## src/rtl/calc_pkg.sv

```systemverilog
// +-----------------------------------------------------------------+
// | calc_pkg: shared calculator number/op types and arbiter states  |
// | rev 1.0                                                         |
// +-----------------------------------------------------------------+
`default_nettype none

package calc_pkg;

  localparam int unsigned NumW = 16;

  typedef struct packed {
    logic            error;
    logic [NumW-1:0] val;
  } num_t;

  typedef enum logic [1:0] {
    OP_ADD = 2'd0,
    OP_SUB = 2'd1,
    OP_MUL = 2'd2,
    OP_DIV = 2'd3
  } op_t;

  typedef enum logic [1:0] {
    S_IDLE  = 2'd0,
    S_ISSUE = 2'd1,
    S_WAIT  = 2'd2,
    S_RESP  = 2'd3
  } arb_state_t;

  function automatic num_t errorNum();
    num_t n;
    n       = '0;
    n.error = 1'b1;
    return n;
  endfunction

endpackage

`default_nettype wire

```

## src/rtl/alu_arbiter_rr_picker.sv

```systemverilog
// +-----------------------------------------------------------------+
// | rr_picker: rotate-and-priority-encode round-robin grant logic   |
// | rev 1.0                                                         |
// +-----------------------------------------------------------------+
`default_nettype none

module rr_picker #(
  parameter int N = 2
) (
  input  logic [N-1:0]         req_i,
  input  logic [$clog2(N)-1:0] ptr_i,
  output logic                 grant_valid_o,
  output logic [$clog2(N)-1:0] grant_idx_o
);

  localparam int IW = $clog2(N);

  logic [2*N-1:0] dbl;
  logic [N-1:0]   rot;
  logic [IW-1:0]  off;
  logic [IW:0]    sum;

  // Rotating by ptr puts the highest-priority requester at bit 0.
  assign dbl = {req_i, req_i} >> ptr_i;
  assign rot = dbl[N-1:0];

  always_comb begin
    grant_valid_o = 1'b0;
    off           = '0;
    for (int i = N - 1; i >= 0; i--) begin
      if (rot[i]) begin
        grant_valid_o = 1'b1;
        off           = IW'(i);
      end
    end
  end

  always_comb begin
    sum = {1'b0, ptr_i} + {1'b0, off};
    if (sum >= (IW + 1)'(N)) begin
      sum = sum - (IW + 1)'(N);
    end
    grant_idx_o = sum[IW-1:0];
  end

endmodule

`default_nettype wire

```

## src/rtl/alu_arbiter.sv

```systemverilog
// +-----------------------------------------------------------------+
// | alu_arbiter: round-robin sharing of one ALU with hang timeout   |
// | rev 1.0                                                         |
// +-----------------------------------------------------------------+
`default_nettype none

module alu_arbiter
  import calc_pkg::*;
#(
  parameter int NumReq        = 2,
  parameter int TimeoutCycles = 64
) (
  input  logic                     clk_i,
  input  logic                     rst_ni,
  input  num_t [NumReq-1:0]        req_left_i,
  input  num_t [NumReq-1:0]        req_right_i,
  input  op_t  [NumReq-1:0]        req_op_i,
  input  logic [NumReq-1:0]        req_in_valid_i,
  output logic [NumReq-1:0]        req_in_ready_o,
  output num_t [NumReq-1:0]        req_result_o,
  output logic [NumReq-1:0]        req_out_valid_o,
  input  logic [NumReq-1:0]        req_out_ready_i,
  output num_t                     alu_left_o,
  output num_t                     alu_right_o,
  output op_t                      alu_op_o,
  output logic                     alu_in_valid_o,
  input  logic                     alu_in_ready_i,
  input  num_t                     alu_result_i,
  input  logic                     alu_out_valid_i,
  output logic                     alu_out_ready_o,
  output logic                     timeout_o
);

  localparam int IdxW   = $clog2(NumReq);
  localparam int TimerW = $clog2(TimeoutCycles + 1);

  arb_state_t      state_q,   state_d;
  logic [IdxW-1:0] rr_ptr_q,  rr_ptr_d;
  logic [IdxW-1:0] owner_q,   owner_d;
  num_t            left_q,    left_d;
  num_t            right_q,   right_d;
  op_t             op_q,      op_d;
  num_t            result_q,  result_d;
  logic [TimerW-1:0] timer_q, timer_d;
  logic            timeout_q, timeout_d;

  logic            grant_valid;
  logic [IdxW-1:0] grant_idx;
  logic            expired;

  rr_picker #(
    .N (NumReq)
  ) u_picker (
    .req_i         (req_in_valid_i),
    .ptr_i         (rr_ptr_q),
    .grant_valid_o (grant_valid),
    .grant_idx_o   (grant_idx)
  );

  assign expired = (timer_q == TimerW'(TimeoutCycles - 1));

  always_comb begin
    state_d        = state_q;
    rr_ptr_d       = rr_ptr_q;
    owner_d        = owner_q;
    left_d         = left_q;
    right_d        = right_q;
    op_d           = op_q;
    result_d       = result_q;
    timer_d        = timer_q;
    timeout_d      = 1'b0;
    req_in_ready_o = '0;

    case (state_q)
      S_IDLE: begin
        if (grant_valid && rst_ni) begin
          req_in_ready_o[grant_idx] = 1'b1;
          left_d  = req_left_i[grant_idx];
          right_d = req_right_i[grant_idx];
          op_d    = req_op_i[grant_idx];
          owner_d = grant_idx;
          timer_d = '0;
          state_d = S_ISSUE;
        end
      end
      S_ISSUE: begin
        timer_d = timer_q + 1'b1;
        if (expired) begin
          result_d  = errorNum();
          timeout_d = 1'b1;
          state_d   = S_RESP;
        end else if (alu_in_ready_i) begin
          state_d = S_WAIT;
        end
      end
      S_WAIT: begin
        timer_d = timer_q + 1'b1;
        // A result arriving on the expiry cycle beats the timeout.
        if (alu_out_valid_i) begin
          result_d = alu_result_i;
          state_d  = S_RESP;
        end else if (expired) begin
          result_d  = errorNum();
          timeout_d = 1'b1;
          state_d   = S_RESP;
        end
      end
      S_RESP: begin
        if (req_out_ready_i[owner_q]) begin
          rr_ptr_d = (owner_q == IdxW'(NumReq - 1)) ? '0 : owner_q + 1'b1;
          state_d  = S_IDLE;
        end
      end
      default: state_d = S_IDLE;
    endcase
  end

  always_ff @(posedge clk_i) begin
    if (!rst_ni) begin
      state_q   <= S_IDLE;
      rr_ptr_q  <= '0;
      owner_q   <= '0;
      left_q    <= '0;
      right_q   <= '0;
      op_q      <= OP_ADD;
      result_q  <= '0;
      timer_q   <= '0;
      timeout_q <= 1'b0;
    end else begin
      state_q   <= state_d;
      rr_ptr_q  <= rr_ptr_d;
      owner_q   <= owner_d;
      left_q    <= left_d;
      right_q   <= right_d;
      op_q      <= op_d;
      result_q  <= result_d;
      timer_q   <= timer_d;
      timeout_q <= timeout_d;
    end
  end

  assign alu_left_o      = left_q;
  assign alu_right_o     = right_q;
  assign alu_op_o        = op_q;
  assign alu_in_valid_o  = rst_ni && (state_q == S_ISSUE);
  assign alu_out_ready_o = rst_ni && (state_q == S_WAIT);
  assign timeout_o       = rst_ni && timeout_q;

  always_comb begin
    req_out_valid_o = '0;
    if (rst_ni && (state_q == S_RESP)) begin
      req_out_valid_o[owner_q] = 1'b1;
    end
  end

  for (genvar g = 0; g < NumReq; g++) begin : g_bcast
    assign req_result_o[g] = result_q;
  end

endmodule

`default_nettype wire

```

## config.mk

```make
export PLATFORM = sky130hd
export DESIGN_NAME = alu_arbiter
export DESIGN_NICKNAME = d
export VERILOG_FILES = /design/src/rtl/calc_pkg.sv /design/src/rtl/alu_arbiter_rr_picker.sv /design/src/rtl/alu_arbiter.sv
export SDC_FILE = /design/constraint.sdc
export NUM_CORES = 1
export LEC_CHECK = 0
export ABC_AREA = 1
export CAP_MARGIN = 20
export CORE_ASPECT_RATIO = 1.1
export CORE_MARGIN = 8
export CORE_UTILIZATION = 42
export CTS_CLUSTER_SIZE = 14
export DETAILED_ROUTE_END_ITERATION = 8
export PLACE_DENSITY_LB_ADDON = 0.3
export RECOVER_POWER = 100
export SYNTH_ARGS = -nofsm -noshare
export SYNTH_HDL_FRONTEND = slang
export SYNTH_SLANG_ARGS = --single-unit
export TNS_END_PERCENT = 100
```

## constraint.sdc

```tcl
create_clock -name clk_i -period 4.8 [get_ports clk_i]
set_input_delay 1.2 -clock clk_i [delete_from_list [all_inputs] [get_ports clk_i]]
set_output_delay 1.2 -clock clk_i [all_outputs]
set_load 0.005 [all_outputs]
```

**Word level (Yosys, flattened, before mapping)**

Index checks and enable logic that the tools add are counted.

- Add/sub/neg operators: 4
- Shift-type cells: 1
- Reduce and logical (&&, ||, !) cells: 15
- $lt $le $gt $ge: 5
- Eq/ne operators: 8
- Multiplexer cells: 35

Operators by type and width:

| cell | count |
|---|---|
| $mux W17 | 6 |
| $pmux W17 S2 | 1 |
| $mux W2 | 11 |
| $pmux W7 S2 | 1 |
| $mux W1 | 11 |
| $pmux W2 S4 | 1 |
| $add A7 B1 Y7 const B | 1 |
| $eq A7 B6 Y1 const B | 1 |
| $logic_and A1 B1 Y1 | 7 |
| $mux W7 | 1 |
| $ne A3 B3 Y1 const B | 2 |
| $reduce_and A2 Y1 | 3 |
| $eq A2 B2 Y1 const B | 2 |
| $lt A1 B2 Y1 const B | 2 |
| $ne A2 B2 Y1 const B | 2 |
| $reduce_and A4 Y1 | 1 |
| $reduce_bool A2 Y1 | 2 |
| $shr A4 B1 Y2 | 1 |
| $add A1 B1 Y2 | 1 |
| $demux W1 S1 | 2 |
| $eq A2 B1 Y1 const B | 1 |
| $ge A1 B1 Y1 const B | 2 |
| $ge A2 B2 Y1 const B | 1 |
| $logic_not A2 Y1 | 1 |
| 4 further kinds | 4 |

- Register bits after elaboration: 65
- Logic and storage cells: 80
- Output and inout bits: 77
- Input port bits: 97

**Logic depth before layout (Yosys ltp)**

- Depth after elaboration: 12
- Depth in mapped cells: 9
- Mapped depth without buffers: 9

**Hierarchy**

From an unflattened synthesis, not the netlist that was laid out.

- Cell total of the unflattened synthesis: 385
- Area total of the unflattened synthesis: 2945.3 um^2

Modules (own cells, without submodules):

| module | times used | seq. area each (um^2) | area an instance (um^2) | cells each |
|---|---|---|---|---|
| alu_arbiter | 1 | 1301.2 | 2926.6 | 381 |
| rr_picker | 1 | 0.0 | 18.8 | 4 |

**Least setup slack after synthesis**

No wires, ideal clock.

- Path kind: input port to output port
- Start: input port rst_ni
- End: output port req_out_valid_o[0]
- Path slack: 1809 ps
- Data required time: 3600 ps
- Arrival time: 1791 ps
- Stages on the path: 4
- Cell sequence: buf_4 -> inv_1 -> clkbuf_1 -> nor3_1

- Word-level cells in the longest chain between the ends: 2

Ends and longest elaborated chain:

| item | line | source |
|---|---|---|
| start, declared | alu_arbiter.sv:14 | `input logic rst_ni,` |
| $logic_and A1 B1 Y1 | alu_arbiter.sv:151 | `if (rst_ni && (state_q == S_RESP)) begin` |
| $mux W2 | alu_arbiter.sv:151 |  |
| end, declared | alu_arbiter.sv:21 | `output logic [NumReq-1:0] req_out_valid_o,` |

Every way passes these cells.

**Worst setup path after layout**

- Start: input port req_in_valid_i[0]
- End: output port req_in_ready_o[1]

- Word-level cells in the longest chain between the ends: 12

Ends and longest elaborated chain:

| item | line | source |
|---|---|---|
| start, declared | alu_arbiter.sv:18 | `input logic [NumReq-1:0] req_in_valid_i,` |
| $shr A4 B1 Y2 * | alu_arbiter_rr_picker.sv:24 | `assign dbl = {req_i, req_i} >> ptr_i;` |
| $mux W1 (2 in a row) | alu_arbiter_rr_picker.sv:31 | `if (rot[i]) begin` |
| $add A1 B1 Y2 | alu_arbiter_rr_picker.sv:39 | `sum = {1'b0, ptr_i} + {1'b0, off};` |
| $ge A2 B2 Y1 or $sub A1 B1 Y1 (tied branches) | alu_arbiter_rr_picker.sv:40, alu_arbiter_rr_picker.sv:41 |  |
| $mux W1 | alu_arbiter_rr_picker.sv:40 | `if (sum >= (IW + 1)'(N)) begin` |
| $lt A1 B2 Y1 (implied by the code) or $ge A1 B1 Y1 (tied branches) | alu_arbiter.sv:77 | `req_in_ready_o[grant_idx] = 1'b1;` |
| $logic_and A1 B1 Y1 (implied by the code) | alu_arbiter.sv:77 |  |
| $mux W1 (implied by the code) | alu_arbiter.sv:77 |  |
| $demux W1 S1 | alu_arbiter.sv:77 |  |
| $mux W2 * | alu_arbiter.sv:76 | `if (grant_valid && rst_ni) begin` |
| $mux W2 * | alu_arbiter.sv:74 | `case (state_q)` |
| end, declared | alu_arbiter.sv:19 | `output logic [NumReq-1:0] req_in_ready_o,` |

Mark *: on every way between the ends. The rest lies on a longest branch, timed or not.

==> metrics <==
status=finished, violations left; failing checks=max-capacitance violations, max-slew violations; number of diodes=0; final hold viol count=0; Final setup viols=0; Buffers on Ports=173; final hold slack=0.4591 ns; HP Class=reg -> reg; top post-synthesis cells by area=dfxtp_1 (40%), nand2_1 (21%), nand3_1 (9.8%), a21oi_1 (7.0%), buf_4 (4.9%); CTS Buf Count=9; worst vdd ir=0.0002255 V; Starting Density=0.4314; postcts setup bufs=0; Reg clk slew, reported paths=0.07 ns; Max Clock Skew=0.01319 ns; layout cell share with drive strength beyond 1=0.04618; post-synth top area cell=dfxtp_1; clk buf depth=2; initial antenna violation count=0; Synth async-reset ratio=0; Post-Syn Nets=577; Slew @ Worst Pin=1.733 ns; Placed Area=0.004877 mm^2; M1 WL=4305 um; P_leak=2.320 nW; CP required=3.60 ns; register area share after synthesis=0.4036; post-cts resize count=0; Netlist Area Pre-Place=0.003224 mm^2; Max transition margin=-0.1675; Residual DRC=0; synthesized flop and latch total=65; Overflow after GRT=0; syn_area_per_cell=6.802 um^2; unrepaired setup endpoints after global routing=no; WL met3=827 um; GRT Overall Usage=0.1962; Area growth, synth to finish=56.69%; CTS Hold Buffers Added=0; Core ar.=0.007473 mm^2; final antenna-violating net count=0; Top FF cell, synth=dfxtp_1; critical setup path kind=in -> out; final net count=726; WP data arrival=3.19 ns; vias after detailed routing=3583; library cells used by synthesis=24; global-route wire length before repair=16950 um; max-slew violations=18; Startpoint Class=input pin; H-tree lvl count=3; cell count after synthesis=474; final worst path period share=0.9147; Final Instance Area=0.005052 mm^2; post-DR wirelength/cell=14.84 um; DR iter-0 viols=167; num rows=33; max-cap check violation count=1; clk_lat worst skew=0.33 ns; drt first pass iters=5; Detailed Route WL=10880 um; Max Freq=0.2277 GHz; element type at the critical path end=output port; setup TNS=0 ns; Post-synth EDFFs=0; Sink Count=65; Vert. Die Dim=107.9 um; fin crit period=4.391 ns; largest net degree at the start of global routing=32; clock root buffer=clkbuf_8; DR WL met2=5601 um; vias in the first global route=3517; routability cong.=0.8389; top cell type's share of synthesized area=0.4036; die width=99.54 um; die area=0.01074 mm^2; Yosys warning total=0; CP max FO=20; I/O pin count=174; DR top layer=met4; vias per std cell=4.888; HPWL after DPL=8454 um; CTS tree=done; Power Dens Cells=342.4 mW/mm^2
==> stage by stage <==
step,util,setup slack [ns],cells,power (mW)
after floorplan,-,1.809,474,1.034
after global placement,0.6526,0.6569,717,1.316
after detailed placement,0.6526,0.6080,717,1.332
after CTS,0.6787,0.6031,733,1.790
after global routing,0.6760,0.2828,733,1.841
final,0.6760,0.4092,733,1.730
==> layer usage <==
metal  global-route usage  vias up
li1                     -     1806
met1               0.2090     1627
met2               0.3615      136
met3              0.05498       14
met4              0.06818        0
met5                    0        -
==> path summary, 6_finish.rpt <==
check | start | cells after the start | slack [ns] | endpoint
worst max-delay path | req_in_valid_i[0] | 6 | 0.41 | req_in_ready_o[1]
worst min register to register | alu_right_o[9] | 2 | 0.46 | alu_right_o[9]
worst min-delay path | alu_right_o[9] | 2 | 0.46 | alu_right_o[9]
worst max register to register | state_q[0] | 8 | 1.87 | req_result_o[16]
==> area by class of cell <==
type | instances | area [um^2]
fillers | 660 | 2421
repair buffers | 181 | 1784
multi-input cells | 341 | 1546
flip-flops and latches | 65 | 1301
clock buffers | 10 | 137.6
well taps | 105 | 131.4
inverters | 25 | 93.84
clock inverters | 6 | 57.56
==> report_power, final <==
| group | switching [mW] | total (mW) | internal, mW |
|---|---|---|---|
| Sequential | 0.0456 | 0.658 | 0.612 |
| Combinational | 0.339 | 0.620 | 0.281 |
| Clock | 0.202 | 0.452 | 0.250 |
| Total | 0.586 | 1.73 | 1.14 |
==> worst max-delay path, stage by stage <==
cell and delay (ns):
dlygate4sd3_1 0.63, inv_1 0.06, nand2_1 0.10, nand3_4 0.21, nor2_1 0.40, clkdlybuf4s50_1 0.59
==> cell usage after synthesis, types with 2 or more instances <==
master,count
buf_4,21
nor3_1,2
dfxtp_1,65
nor2_1,9
clkbuf_1,8
a21oi_1,45
ha_1,6
nand2_2,3
o21ai_2,2
nand2_1,184
inv_1,21
o21ai_0,19
nand3_1,63
buf_2,12
inv_2,4
buf_6,2
==> flip-flops by register name, indices dropped and copies added (netlist names) <==
signal	count
alu_right_o	17
alu_op_o	2
timer_q	7
rr_ptr_q	1
alu_left_o	17
owner_q	1
timeout_q	1
req_result_o	17
state_q	2
==> cell usage in the layout (no fill, tap or decap) <==
master	count
nand3_4	1
a211oi_1	1
a21oi_1	45
o221a_2	1
clkbuf_1	2
nand4_1	1
dlygate4sd3_1	78
and3_1	1
buf_4	6
clkinv_2	4
nand3_1	63
clkbuf_8	10
ha_1	6
bufinv_16	1
nand2_2	2
o22ai_1	1
nor2_1	10
nand2_1	185
inv_1	23
o21ai_0	21
dfxtp_1	65
nor3_1	2
clkinvlp_4	1
clkdlybuf4s50_1	95
inv_2	2
o21ai_4	1
==> cell families (layout without fill, tap and decap cells) <==
group,Yosys count,after routing,synth area share
buffers and inverters,68,222,0.1129
flip-flops,65,65,0.4036
AND/OR/NAND/NOR,265,265,0.3426
adder cells (fa/ha/maj),6,6,0.02328
AO/OA/AOI/OAI,70,70,0.1176
(Power assumes the default switching activity.)
